File: config.mk
export PLATFORM = sky130hd
export DESIGN_NAME = sa_feed_ctrl
export DESIGN_NICKNAME = d
export VERILOG_FILES = /design/src/rtl/sa_feed_ctrl.sv
export SDC_FILE = /design/constraint.sdc
export NUM_CORES = 1
export LEC_CHECK = 0
export CELL_PAD_IN_SITES_DETAIL_PLACEMENT = 1
export CELL_PAD_IN_SITES_GLOBAL_PLACEMENT = 1
export CORE_UTILIZATION = 24
export CTS_CLUSTER_DIAMETER = 30
export DETAILED_ROUTE_END_ITERATION = 10
export PLACE_DENSITY = 0.86
export SLEW_MARGIN = 15
export SYNTH_ARGS = -nofsm -noshare
export SYNTH_HDL_FRONTEND = slang
export SYNTH_SLANG_ARGS = --single-unit
File: constraint.sdc
create_clock -name in_clk -period 2.1 [get_ports in_clk]
set_input_delay 0.42 -clock in_clk [delete_from_list [all_inputs] [get_ports in_clk]]
set_output_delay 0.42 -clock in_clk [all_outputs]
set_load 0.1 [all_outputs]
File: src/rtl/sa_feed_ctrl.sv
// Feed sequencer for the skewed systolic array.
//
// On an accepted start it reads LEN activation vectors from the activation buffer and
// drives them onto the west edge of the array. It then counts valid samples at the last
// row, lets the pipeline drain, and pulses done.
//
// Ports:
//   in_clk, in_rst     clock and synchronous active-high reset
//   in_start           start command, only sampled in idle
//   in_base, in_len    first buffer address and vector count, captured with start
//   in_hold            feed stall; the array sees bubbles while it is high
//   out_rd_en          buffer read strobe
//   out_rd_addr        buffer read address (base + issued count, wraps)
//   in_rd_data         buffer read data, valid one cycle after out_rd_en
//   out_west           west bus, lane r = {valid, data} at bits [r*9 +: 9]
//   in_last_valid      valid flag from the last array row
//   out_busy           high while a tile is in flight (feed, drain, done)
//   out_done           one-cycle pulse at the end of a tile
module sa_feed_ctrl #(
  parameter int unsigned ROW      = 9,
  parameter int unsigned COL      = 1,
  parameter int unsigned PIPE_LAT = 1,
  parameter int unsigned LEN_W    = 8,
  parameter int unsigned ADDR_W   = 10
) (
  input  logic                in_clk,
  input  logic                in_rst,
  input  logic                in_start,
  input  logic [ADDR_W-1:0]   in_base,
  input  logic [LEN_W-1:0]    in_len,
  input  logic                in_hold,
  output logic                out_rd_en,
  output logic [ADDR_W-1:0]   out_rd_addr,
  input  logic [ROW*8-1:0]    in_rd_data,
  output logic [ROW*9-1:0]    out_west,
  input  logic                in_last_valid,
  output logic                out_busy,
  output logic                out_done
);

  // Cycles the last column and PE output stage need after the final last-row sample.
  localparam int unsigned DrainLen = COL + PIPE_LAT;
  localparam int unsigned TimerW   = (DrainLen < 2) ? 1 : $clog2(DrainLen + 1);

  typedef enum logic [1:0] {
    StIdle,
    StFeed,
    StDrain,
    StDone
  } state_e;

  state_e              state_q, state_d;
  logic [ADDR_W-1:0]   base_q, base_d;
  logic [LEN_W-1:0]    len_q, len_d;
  logic [LEN_W-1:0]    issued_q, issued_d;
  logic [LEN_W-1:0]    lv_cnt_q, lv_cnt_d;
  logic                armed_q, armed_d;
  logic [TimerW-1:0]   timer_q, timer_d;
  logic                rd_en_q;

  logic                active;
  logic                lv_inc;
  logic                drain_done;

  // ---------------------------------------------------------------------------
  // State and counters
  // ---------------------------------------------------------------------------
  always_ff @(posedge in_clk) begin
    if (in_rst) begin
      state_q  <= StIdle;
      base_q   <= '0;
      len_q    <= '0;
      issued_q <= '0;
      lv_cnt_q <= '0;
      armed_q  <= 1'b0;
      timer_q  <= '0;
      rd_en_q  <= 1'b0;
    end else begin
      state_q  <= state_d;
      base_q   <= base_d;
      len_q    <= len_d;
      issued_q <= issued_d;
      lv_cnt_q <= lv_cnt_d;
      armed_q  <= armed_d;
      timer_q  <= timer_d;
      rd_en_q  <= out_rd_en;
    end
  end

  // ---------------------------------------------------------------------------
  // Last-row accounting and drain timer
  // ---------------------------------------------------------------------------
  assign active = (state_q == StFeed) || (state_q == StDrain);

  // Samples beyond len, or outside an active tile, are not counted.
  assign lv_inc = active && in_last_valid && (lv_cnt_q != len_q);

  // The timer is armed once the final sample has arrived; the step that takes it to
  // zero is the last drain cycle. A timer that already expired during feed also
  // completes the drain immediately.
  assign drain_done = armed_q && (timer_q <= TimerW'(1));

  always_comb begin
    lv_cnt_d = lv_cnt_q;
    armed_d  = armed_q;
    timer_d  = timer_q;

    if (state_q == StIdle) begin
      lv_cnt_d = '0;
      armed_d  = 1'b0;
      timer_d  = '0;
    end else if (lv_inc) begin
      lv_cnt_d = lv_cnt_q + 1'b1;
      if ((lv_cnt_q + 1'b1) == len_q) begin
        armed_d = 1'b1;
        timer_d = TimerW'(DrainLen);
      end
    end else if (armed_q && (timer_q != '0)) begin
      timer_d = timer_q - 1'b1;
    end
  end

  // ---------------------------------------------------------------------------
  // Sequencer FSM and read port
  // ---------------------------------------------------------------------------
  always_comb begin
    state_d     = state_q;
    base_d      = base_q;
    len_d       = len_q;
    issued_d    = issued_q;
    out_rd_en   = 1'b0;
    out_rd_addr = '0;
    out_busy    = 1'b1;
    out_done    = 1'b0;

    unique case (state_q)
      StIdle: begin
        out_busy = 1'b0;
        if (in_start) begin
          base_d   = in_base;
          len_d    = in_len;
          issued_d = '0;
          state_d  = (in_len != '0) ? StFeed : StDone;
        end
      end

      StFeed: begin
        out_rd_en   = !in_hold;
        out_rd_addr = base_q + ADDR_W'(issued_q);
        if (out_rd_en) begin
          issued_d = issued_q + 1'b1;
          if (issued_q == (len_q - 1'b1)) begin
            state_d = StDrain;
          end
        end
      end

      StDrain: begin
        if (drain_done) begin
          state_d = StDone;
        end
      end

      StDone: begin
        out_done = 1'b1;
        state_d  = StIdle;
      end

      default: begin
        state_d = StIdle;
      end
    endcase
  end

  // ---------------------------------------------------------------------------
  // West drive: read data lands one cycle after the strobe, so the registered strobe
  // marks it valid. This also covers the final read returning in the first drain cycle.
  // ---------------------------------------------------------------------------
  always_comb begin
    out_west = '0;
    for (int r = 0; r < ROW; r++) begin
      if (rd_en_q) begin
        out_west[r*9 +: 9] = {1'b1, in_rd_data[r*8 +: 8]};
      end
    end
  end

endmodule

==> results.yml <==
synthesis:
  synthArstFlopShare_pct: 0
  synth_seq_area_share_pct: 24.5
  synth_compound_area_share_pct: 14.7
  yosys.area.top_type_share_pct: 24.5
  synth_edf_count: 0
  synth_cell_types: 56
  synth_xor_area_share_pct: 8.30
  syn_nets: 547
  synth_cells: 433
  synth_adder_area_share_pct: 7.50
  avgSynthCellArea_um2: 7.55
  yosys.area_share.simple_pct: 36.1
  synth_area_leaders: "dfxtp_1 (24%), and2_1 (15%), ha_1 (6.9%)"
  synth_area_leader_cell: "dfxtp_1"
  synth_top_family_by_area: "simple AND/OR/NAND/NOR gates"
  ys_warn_count: 0
  netlist_area_um2: 3270
  muxShareOfSynthArea_pct: 1.22
  ys_ff_latch: 40
  synth-main-ff-cell: "dfxtp_1"
place:
  dpl_worst_slack_ns: -0.405
  port_buffers: 188
  placed_area_um2: 6570
  globalplace.congestion: 0.885
  hpwl_um: 12600
sta:
  setup_viol: 8
  hold_viol_final: 0
  fin_ws_ns: -0.674
  finalCritPeriodShare_pct: 132
  rsz0062_at_grt: "yes"
  tightest_slew_ns: 0.426
  finalMaxSlewViolations: 0
  finalCriticalPeriod_ns: 2.77
  timing.slew.headroom_pct: 71.3
  skew_ns: 0.00366
  fmax_ghz: 0.360
floorplanning:
  initial_core_util_pct: 24.7
  fp.dieW_um: 119
  core-area_um2: 13200
  boundaryPins: 189
  die_y_um: 119
  dieArea_um2: 14100
  fp-row-count: 42
clock_tree:
  clkLatencyLatePin_ns: 0.29
  cts-htree-levels: 2
  clk_pin_slew_ns: 0.06
  clock_path_buffers: 2
  cts_tree: "done"
  cts_sinks: 40
  holdBufCountCts: 0
  cts-root-buf: "clkbuf_16"
  cts_buffers: 5
critical_path:
  start_kind: "flop"
  cp_cell_sequence: "ha_4, inv_2, fa_2, nor2b_2, o21ai_2, a21boi_2, o21ai_2, a21oi_2, mux2i_4, buf_12"
  critical_path_peak_fanout: 3
  worstPathArrival_ns: 2.35
  cp.required_ns: 1.68
  cp.buffers_inverters: 2
  worst-setup-path-type: "flop to output pin"
  path_common_cell: "o21ai_2"
  cp_top_family: "compound AO/OA/AOI/OAI gates"
  max_stage_delay_ns: 0.36
  cp_slowest_cell: "dfxtp_4"
  cp-end-kind: "output pin"
final_layout:
  drive_gt1_share_pct: 32.1
  diodes: 0
  fillers: 1442
  fin_area_um2: 6890
  nNetsFinal: 739
  area_growth_syn_to_layout_pct: 111
detailed_routing:
  wl_um: 16700
  ant_nets: 0
  drt-initial-drc-count: 218
  vias: 3867
  vias_per_cell: 4.82
  wl_per_cell_um: 20.8
  firstDrtPassIters: 5
  drc: 0
global_routing:
  antenna_found_initial: 1
  grt_max_degree: 82
  grt_pass1_vias: 4163
  grt_pass1_wl_um: 24200
  grtUsageTotal_pct: 22.5
  overflow: 0
run_status:
  status: "finished, violations left"
  violations: "negative setup slack"
worst_hold_path:
  worstHoldPathType: "flop to flop"
power:
  leakagePower_nw: 2.67
  irDropWorstVdd_mv: 0.364
  powerDensity_nw_per_um2: 801
flow_run:
  max_cap_violations: 0
==> cell type report <==
cell class                 count  area, um2  area share (%)
clock inverter                 1       30.0           0.436
clock buffer                   7        153            2.21
inverter                      15       61.3           0.890
timing repair buffer         221       3090            44.8
tap                          176        220            3.20
sequential                    40        818            11.9
multi-input combinational    342       2520            36.6
==> timing repair <==
item                       4_1_cts  5_1_grt
resized for setup               10       20
setup endpoints to repair       13       18
pin swaps                       10        6
setup buffers                    3        1
==> state kept, by name, summed over array words and instances (netlist names) <==
signal    count
armed_q       1
base_q       10
issued_q      8
len_q         8
lv_cnt_q      8
rd_en_q       1
state_q       2
timer_q       2
==> Yosys cell counts, drive strengths merged, types with 4 or more instances <==
cell,instances
and2,78
nand2,51
dfxtp,40
nor2,30
a21oi,29
xor2,20
clkbuf,19
ha,18
buf,16
inv,14
nor3,13
xnor2,11
o21ai,9
nand3,7
nor2b,7
a211oi,6
nand2b,6
nand4,6
a21o,5
nor4,5
mux2i,4
==> cell families (layout without fill, tap and decap cells) <==
| logic type | count (synthesis) | count (layout) |
|---|---|---|
| fa+ha+maj | 19 | 19 |
| compound gates | 72 | 72 |
| simple gates | 216 | 216 |
| mux | 4 | 4 |
| flops | 40 | 40 |
| xor+xnor | 31 | 31 |
| buf+inv | 51 | 244 |
==> final timing paths <==
path / start / to / slack (ns) / cells after the start
setup / recovery: issued_q[0] / out_rd_addr[8] / -0.67 / 10
hold / removal: base_q[6] / base_q[6] / 0.46 / 2
setup reg to reg: lv_cnt_q[0] / timer_q[0] / 0 / 6
hold reg to reg: base_q[6] / base_q[6] / 0.46 / 2
==> per-layer routing <==
layer / GRT usage, % / vias to the layer above / part of all wire (%)
li1: - / 1824 / -
met1: 23.0 / 1864 / 36
met2: 44.6 / 150 / 56
met3: 4.58 / 27 / 5.8
met4: 7.75 / 2 / 2.7
met5: 0 / - / 0.066
==> per-stage QoR <==
stage	hold WS, ns	cells	power [W]	TNS (ns)	util [%]
6_report	0.463	802	0.00552	-3.72	52.0
5_1_grt	0.483	802	0.00571	-4.48	52.0
4_1_cts	0.469	802	0.00539	-3.88	51.4
3_5_place_dp	0.460	792	0.00438	-1.66	49.6
3_3_place_gp	0.449	792	0.00426	-1.04	49.6
2_1_floorplan	0.441	433	0.00305	-2.89	-
==> power breakdown <==
part | total [W] | switching, W | leakage, nW | internal, W
sequential | 0.000963 | 0.000113 | 0.330 | 0.000851
clock | 0.000948 | 0.000322 | 0.0901 | 0.000626
combinational | 0.00361 | 0.00227 | 2.25 | 0.00134
==> placed cells by master, fill, tap and decap left out, types with 14 or more instances in the layout <==
| master | Yosys | final |
|---|---|---|
| a21oi_1 | 28 | 24 |
| nand2_1 | 51 | 50 |
| ha_1 | 18 | 14 |
| buf_12 | 0 | 95 |
| and2_1 | 78 | 77 |
| clkdlybuf4s50_1 | 0 | 94 |
| xor2_1 | 20 | 17 |
| nor2_1 | 30 | 28 |
| buf_4 | 10 | 31 |
| dfxtp_1 | 40 | 30 |
==> worst register-to-register path: cells and delay by family, from the launching register on <==
family	cells	cell delay (ns)
AO/OA/AOI/OAI	2	0.49
AND/OR/NAND/NOR	4	1.02
flip-flops	1	0.48
No activity file was read; power rests on OpenSTA's default activity.
